--- config.mk ---
export PLATFORM = sky130hd
export DESIGN_NAME = mem_arbiter
export DESIGN_NICKNAME = d
export VERILOG_FILES = /design/src/rtl/mem_arbiter_pkg.sv /design/src/rtl/mem_arbiter_rr_arb2.sv /design/src/rtl/mem_arbiter.sv
export SDC_FILE = /design/constraint.sdc
export NUM_CORES = 1
export LEC_CHECK = 0
export CAP_MARGIN = 20
export CORE_UTILIZATION = 40
export CTS_CLUSTER_SIZE = 28
export DETAILED_ROUTE_END_ITERATION = 10
export GPL_TIMING_DRIVEN = 1
export PLACE_DENSITY = 0.79
export SLEW_MARGIN = 0
export SYNTH_ARGS = -nofsm -noshare
export SYNTH_HDL_FRONTEND = slang
export SYNTH_SLANG_ARGS = --single-unit
--- constraint.sdc ---
create_clock -name clock -period 1.9 [get_ports clock]
set_input_delay 0.19 -clock clock [delete_from_list [all_inputs] [get_ports clock]]
set_output_delay 0.19 -clock clock [all_outputs]
set_load 0.02 [all_outputs]
--- src/rtl/mem_arbiter_pkg.sv ---
// Shared definitions for the two-port memory arbiter: default widths,
// port-select encoding and the conflict counter helper.
package mem_arbiter_pkg;

    localparam int ADDR_W_DEF = 12;
    localparam int DATA_W_DEF = 16;
    localparam int CONFLICT_W = 16;

    // Which requester owns an access; also the MSB of the RAM address.
    typedef enum logic {
        PORT_IR   = 1'b0,
        PORT_MAIN = 1'b1
    } port_e;

    // Increment that sticks at all-ones instead of wrapping.
    function automatic logic [CONFLICT_W-1:0] sat_inc(input logic [CONFLICT_W-1:0] value);
        return (&value) ? value : value + 1'b1;
    endfunction

endpackage

--- src/rtl/mem_arbiter_rr_arb2.sv ---
// Two-input round-robin arbiter. Grants are combinational; the only state is
// the winner of the last contended cycle, which decides the next contention.
module rr_arb2
    import mem_arbiter_pkg::*;
(
    input  logic clock,
    input  logic reset,
    input  logic req_ir,
    input  logic req_main,
    output logic grant_ir,
    output logic grant_main
);

    port_e last_winner;

    // Lone requester wins outright; on contention the previous loser wins.
    always_comb begin
        grant_ir   = 1'b0;
        grant_main = 1'b0;
        if (!reset) begin
            if (req_ir && req_main) begin
                if (last_winner == PORT_MAIN) begin
                    grant_ir = 1'b1;
                end else begin
                    grant_main = 1'b1;
                end
            end else begin
                grant_ir   = req_ir;
                grant_main = req_main;
            end
        end
    end

    // Remember the contended winner; reset pretends main won last so ir goes first.
    always_ff @(posedge clock) begin
        if (reset) begin
            last_winner <= PORT_MAIN;
        end else if (req_ir && req_main) begin
            last_winner <= grant_ir ? PORT_IR : PORT_MAIN;
        end
    end

endmodule

--- src/rtl/mem_arbiter.sv ---
// Arbitrates an instruction port and a data port onto one single-port RAM.
// The ir port maps to the lower half of the RAM, main to the upper half.
module mem_arbiter
    import mem_arbiter_pkg::*;
#(
    parameter int ADDR_W = ADDR_W_DEF,
    parameter int DATA_W = DATA_W_DEF
) (
    input  logic                  clock,
    input  logic                  reset,
    input  logic                  ir_req,
    input  logic                  ir_rw,
    input  logic [ADDR_W-1:0]     ir_addr,
    input  logic [DATA_W-1:0]     ir_wdata,
    input  logic                  main_req,
    input  logic                  main_rw,
    input  logic [ADDR_W-1:0]     main_addr,
    input  logic [DATA_W-1:0]     main_wdata,
    output logic                  ir_ack,
    output logic                  main_ack,
    output logic                  ir_rvalid,
    output logic                  main_rvalid,
    output logic [DATA_W-1:0]     ir_rdata,
    output logic [DATA_W-1:0]     main_rdata,
    output logic [ADDR_W:0]       ram_addr,
    output logic [DATA_W-1:0]     ram_data,
    output logic                  ram_wren,
    input  logic [DATA_W-1:0]     ram_q,
    output logic [CONFLICT_W-1:0] conflicts
);

    logic                  grant_ir;
    logic                  grant_main;
    logic                  any_grant;
    logic [ADDR_W:0]       issue_addr;
    logic [DATA_W-1:0]     issue_data;
    logic                  issue_wren;
    logic [ADDR_W:0]       ram_addr_q;
    logic [DATA_W-1:0]     ram_data_q;
    logic                  rd_pending;
    port_e                 rd_owner;
    logic [DATA_W-1:0]     ir_rdata_q;
    logic [DATA_W-1:0]     main_rdata_q;
    logic [CONFLICT_W-1:0] conflicts_q;

    rr_arb2 u_rr_arb2 (
        .clock      (clock),
        .reset      (reset),
        .req_ir     (ir_req),
        .req_main   (main_req),
        .grant_ir   (grant_ir),
        .grant_main (grant_main)
    );

    assign any_grant = grant_ir | grant_main;

    // Steer the granted port onto the RAM bus; with no grant the bus keeps its last address/data.
    always_comb begin
        issue_addr = ram_addr_q;
        issue_data = ram_data_q;
        issue_wren = 1'b0;
        if (grant_ir) begin
            issue_addr = {PORT_IR, ir_addr};
            issue_data = ir_wdata;
            issue_wren = ir_rw;
        end else if (grant_main) begin
            issue_addr = {PORT_MAIN, main_addr};
            issue_data = main_wdata;
            issue_wren = main_rw;
        end
    end

    assign ir_ack      = grant_ir;
    assign main_ack    = grant_main;
    assign ram_addr    = issue_addr;
    assign ram_data    = issue_data;
    assign ram_wren    = issue_wren;
    assign ir_rvalid   = rd_pending && (rd_owner == PORT_IR);
    assign main_rvalid = rd_pending && (rd_owner == PORT_MAIN);
    assign ir_rdata    = ir_rvalid ? ram_q : ir_rdata_q;
    assign main_rdata  = main_rvalid ? ram_q : main_rdata_q;
    assign conflicts   = conflicts_q;

    // Bus hold registers, outstanding-read tracking, read-data hold and conflict count.
    always_ff @(posedge clock) begin
        if (reset) begin
            ram_addr_q   <= '0;
            ram_data_q   <= '0;
            rd_pending   <= 1'b0;
            rd_owner     <= PORT_IR;
            ir_rdata_q   <= '0;
            main_rdata_q <= '0;
            conflicts_q  <= '0;
        end else begin
            rd_pending <= any_grant && !issue_wren;
            if (any_grant) begin
                ram_addr_q <= issue_addr;
                ram_data_q <= issue_data;
                rd_owner   <= grant_main ? PORT_MAIN : PORT_IR;
            end
            if (ir_rvalid) begin
                ir_rdata_q <= ram_q;
            end
            if (main_rvalid) begin
                main_rdata_q <= ram_q;
            end
            if (ir_req && main_req) begin
                conflicts_q <= sat_inc(conflicts_q);
            end
        end
    end

endmodule

Yosys cells after proc, flatten, opt, wreduce, memory -nomap -nowiden
Index checks and enable logic that the tools add are counted.
Widths: inputs -> output; s select.
Cells by class
  add/sub/neg operators: 1
  $mul: 0
  divide/modulo/power cells: 0
  magnitude comparators: 0
  eq/ne operators: 0
  shift operators: 0
  multiplexer cells: 16
  bitwise operators: 3
  reduce and logical (&&, ||, !) cells: 7
Operators by type and width (count)
  $mux 16: 4
  $mux 13: 2
  $add 16x1->16 const B: 1
  $reduce_and 16->1: 1
  $mux 1: 10
  $logic_and 1x1->1: 4
  $not 1->1: 2
  $reduce_and 2->1: 1
  $logic_not 1->1: 1
  $or 1x1->1: 1
Storage, ports and cells
  register bits: 80
  bits in latches: 0
  memory bits (writable): 0
  bits in read-only memories: 0
  output and inout bits: 82
  word-level logic and storage cells: 35
  memories: 0

Logic depth before layout (Yosys ltp)
  word-level depth: 7
  gate-level depth with buffers: 8
  gate-level depth less buffers: 5

Cells and area by module
A second synthesis with hierarchy kept.
Unflattened totals
  cell total of the unflattened synthesis: 387
  area total of the unflattened synthesis: 3784.9 µm²
By module, submodules not included
  mem_arbiter: instances 1, cells each 379, area each 3714.8 µm², sequential area each 1581.5 µm²
  rr_arb2: instances 1, cells each 8, area each 70.1 µm², sequential area each 20.0 µm²

Worst setup path after synthesis
Ideal clock, no wire load.
  path type: register to register
  start point: reg conflicts_q[0] (netlist: conflicts[0])
  end point: reg conflicts_q[0] (netlist: conflicts[0])
  library setup time: 123 ps
  arrival time: 1623 ps
  path slack: 154 ps
  cell stages (with the launch flop): 7
  period minus slack after synthesis: 1746 ps
  path through: dfxtp_1 > ha_1 > nand3_1 > nor3_1 > buf_2 > a21oi_1 > mux2_1
On the way
  word-level cells in the longest chain between the ends: 3
  elaborated cells on any way between the ends: 4
RTL lines
  start, declared: line mem_arbiter.sv:44  | logic [CONFLICT_W-1:0] conflicts_q;
  start signal, assigned: line mem_arbiter.sv:108  | conflicts_q <= sat_inc(conflicts_q);
  parallel branches: the longest is 3 deep, another holds $add 16x1->16
Parallel ways; which one is timed is not known.
A chain may end at the register's enable or synchronous reset.

Worst setup path after layout
  start point: reg u_rr_arb2.last_winner
  end point: out ram_data[7]
On the way
  word-level cells in the longest chain between the ends: 5
  elaborated cells on any way between the ends: 8
RTL lines
  start, declared: line mem_arbiter_rr_arb2.sv:14  | port_e last_winner;
  start signal, assigned: line mem_arbiter_rr_arb2.sv:39  | last_winner <= grant_ir ? PORT_IR : PORT_MAIN;
  $mux 1: line mem_arbiter_rr_arb2.sv:22  | if (last_winner == PORT_MAIN) begin
  $mux 1: line mem_arbiter_rr_arb2.sv:21  | if (req_ir && req_main) begin
  $mux 1: line mem_arbiter_rr_arb2.sv:20  | if (!reset) begin
  $mux 16: line mem_arbiter.sv:66  | end else if (grant_main) begin
  $mux 16 *: line mem_arbiter.sv:62  | if (grant_ir) begin
  end, declared: line mem_arbiter.sv:26  | output logic [DATA_W-1:0] ram_data,
Every way passes the cells marked *; elsewhere a longest branch is shown, timed or not.

==> metrics.cfg <==
[synthesis]
syn_nets=437
avgSynthCellArea_sq_um=10.3
synth_seq_cells=80
synthDistinctLibCells=39
netlist_area_sq_mm=0.00369
seq_area_frac_synth_pct=43.4
syn_inst=358
synth_warnings=0

[sta]
hold_slack_ns=0.432
period_minus_slack_ns=1.84
final.setup.tns_ns=0
fin_crit_sh_pct=96.9
rsz0062_at_grt=no
tightest_slew_ns=0.573
clock_skew_ns=0.00823
drv_slew=0
hold_viol_final=0
fmax_mhz=543
layout_setup_ws_ns=0.0585
finalSetupViolCount=0
max_slew_margin_pct=61.8

[placement]
dp_hpwl_mm=7.08
pre_cts_ws_ns=-0.538
io_buffers=159
gp_congestion=0.870
placed_cells=631
place_area_sq_mm=0.00560

[clock_tree]
hold_buffers=0
clk_pin_slew_ns=0.08
htree_levels=3
cts-root-to-sink-buffers=2
clkLatencyLatePin_ns=0.34
clock_sinks=80
cts_tree=done
cts_root_buf=clkbuf_8
cts_inserted_buffers=9

[pwr]
cellLeakagePower_nw=2.78
total_power_mw=3.74
ir_worst_vdd_mv=0.297
cellPowerDensity_mw_per_mm2=660

[routing]
wl_per_cell_microns=15.2
dr.first_iter.drc_count=88
firstDrtPassIters=8
drc=10
routed_wl_mm=9.86
avgViaCountPerCell=5.34
num_vias=3472
ant_nets=0

[finish]
final_cells=650
fin_area_sq_mm=0.00567
num_antenna_cells=0
drive_gt1_share_pct=24.2
synthToLayoutAreaGrowth_pct=53.6
nets=617
fin_util_pct=64.4

[grt]
grt_pass1_vias=3443
overflow=0
grtUsageTotal_pct=20.9
antenna_found_initial=0
grt_max_degree=66
grt_pass1_wl_mm=16.2

[outcome]
violations=design-rule violations
status=finished with violations

[worst_setup_path]
required_ns=1.71
worstPathMaxFanout=17
start_kind=flip-flop
setup.worst_path.class=reg -> out
crit_path_end_kind=output port
crit_arrival_ns=1.65

[floorplan]
io_pins=160
die_h_microns=98.0
die_w_microns=98.0
core-area_sq_mm=0.00881
rows=34
start_util_pct=41.9
die_area_sq_mm=0.00961

[flow_run]
maxCapViolations=0

[hold_path]
hp-class=in -> reg

-- flip-flops by register name, indices dropped and copies added, names as in the netlist --
name and cells:
conflicts 16, ir_rdata_q 16, main_rdata_q 16, ram_data_q 16, ram_addr_q 13, rd_owner 1, rd_pending 1, u_rr_arb2.last_winner 1
-- area by class of cell --
cell class / count / area [sq um]
Multi-Input combinational cell: 247 / 1940
Clock inverter: 5 / 33.8
Sequential cell: 80 / 1600
Fill cell: 769 / 3140
Tap cell: 108 / 135
Inverter: 2 / 7.51
Clock buffer: 10 / 138
Timing Repair Buffer: 198 / 1810
-- layout by cell type, fill, tap and decap left out, types with 4 or more instances in the layout --
master / count
nand3_1: 4
a21oi_1: 11
clkdlybuf4s50_1: 90
mux2_2: 24
clkdlybuf4s15_1: 4
nand2_1: 11
nor2_1: 13
a221o_1: 28
dlygate4sd2_1: 19
and2_1: 61
o211a_1: 28
clkbuf_8: 10
buf_4: 58
mux2_1: 16
clkbuf_2: 16
dfxtp_1: 79
nor2b_1: 8
buf_12: 6
nand4_1: 7
-- cell families (layout without fill, tap and decap cells) --
kind of cell | count (synthesis) | after routing | synth area share, %
AO/OA/AOI/OAI | 79 | 79 | 19.3
XOR/XNOR | 1 | 1 | 0.237
adder cells (fa/ha/maj) | 1 | 1 | 0.339
buffers and inverters | 31 | 215 | 4.51
flip-flops | 80 | 80 | 43.4
multiplexers | 42 | 42 | 12.8
AND/OR/NAND/NOR | 124 | 124 | 19.4
-- worst max-delay path, cell delays in order, from the launching register on --
cell and delay, ns:
dfxtp_2 0.33, nand2b_1 0.13, and3_4 0.18, buf_12 0.15, a221o_1 0.34, buf_4 0.17
-- worst paths after layout --
path / from / endpoint / slack, ns / cells past startpoint
setup reg to reg: conflicts[0]$_SDFFE_PP0P_ / conflicts[0]$_SDFFE_PP0P_ / 0.17 / 6
hold / removal: ir_req / rd_owner$_SDFFE_PP0P_ / 0.43 / 3
setup / recovery: u_rr_arb2.last_winner$_SDFFE_PP1N_ / ram_data[7] / 0.06 / 5
hold reg to reg: ram_data_q[3]$_SDFFE_PP0P_ / ram_data_q[3]$_SDFFE_PP0P_ / 0.50 / 1
-- synth_stat cells, drive strengths merged --
cell,number,area share [%]
nor2b,9,1.5
o211a,28,7.6
or4,3,0.61
dfxtp,80,43
or3,1,0.17
clkbuf,11,1.1
a22o,1,0.24
and4,2,0.47
and3,4,0.68
mux2,40,12
xnor2,1,0.24
a21oi,11,1.5
nand4,7,1.2
and2,62,11
a211oi,1,0.20
ha,1,0.34
o21ai,1,0.14
or2,1,0.17
nor2,14,1.4
o21bai,1,0.20
nand3,5,0.81
buf,18,3.2
a21bo,1,0.27
o311ai,2,0.47
o41ai,2,0.47
nand2b,2,0.34
inv,2,0.20
nor3,3,0.41
nand2,11,1.1
a221o,28,7.6
o31ai,3,0.61
mux2i,2,0.54
-- timing repair --
| item | in CTS | in global routing |
|---|---|---|
| gates cloned | 1 | 0 |
| endpoints found under the setup margin | 65 | 48 |
| pin swaps | 3 | 26 |
| setup buffers | 1 | 2 |
| resized for setup | 176 | 52 |
-- layer usage --
| layer | wire length (microns) | vias up | GRT usage, % |
|---|---|---|---|
| met5 | 0 | - | 0 |
| met4 | 161 | 0 | 7.58 |
| met3 | 791 | 13 | 5.15 |
| met2 | 4760 | 135 | 36.8 |
| met1 | 4150 | 1649 | 24.5 |
| li1 | - | 1675 | - |
-- where the power goes --
part           total (mW)  internal [mW]  leakage, nW  switching (mW)
Sequential           1.75           1.73        0.649          0.0218
Combinational       0.878          0.468         2.04           0.410
Clock                1.11          0.501       0.0841           0.605
Note: power is estimated with default switching activity, not from simulation.
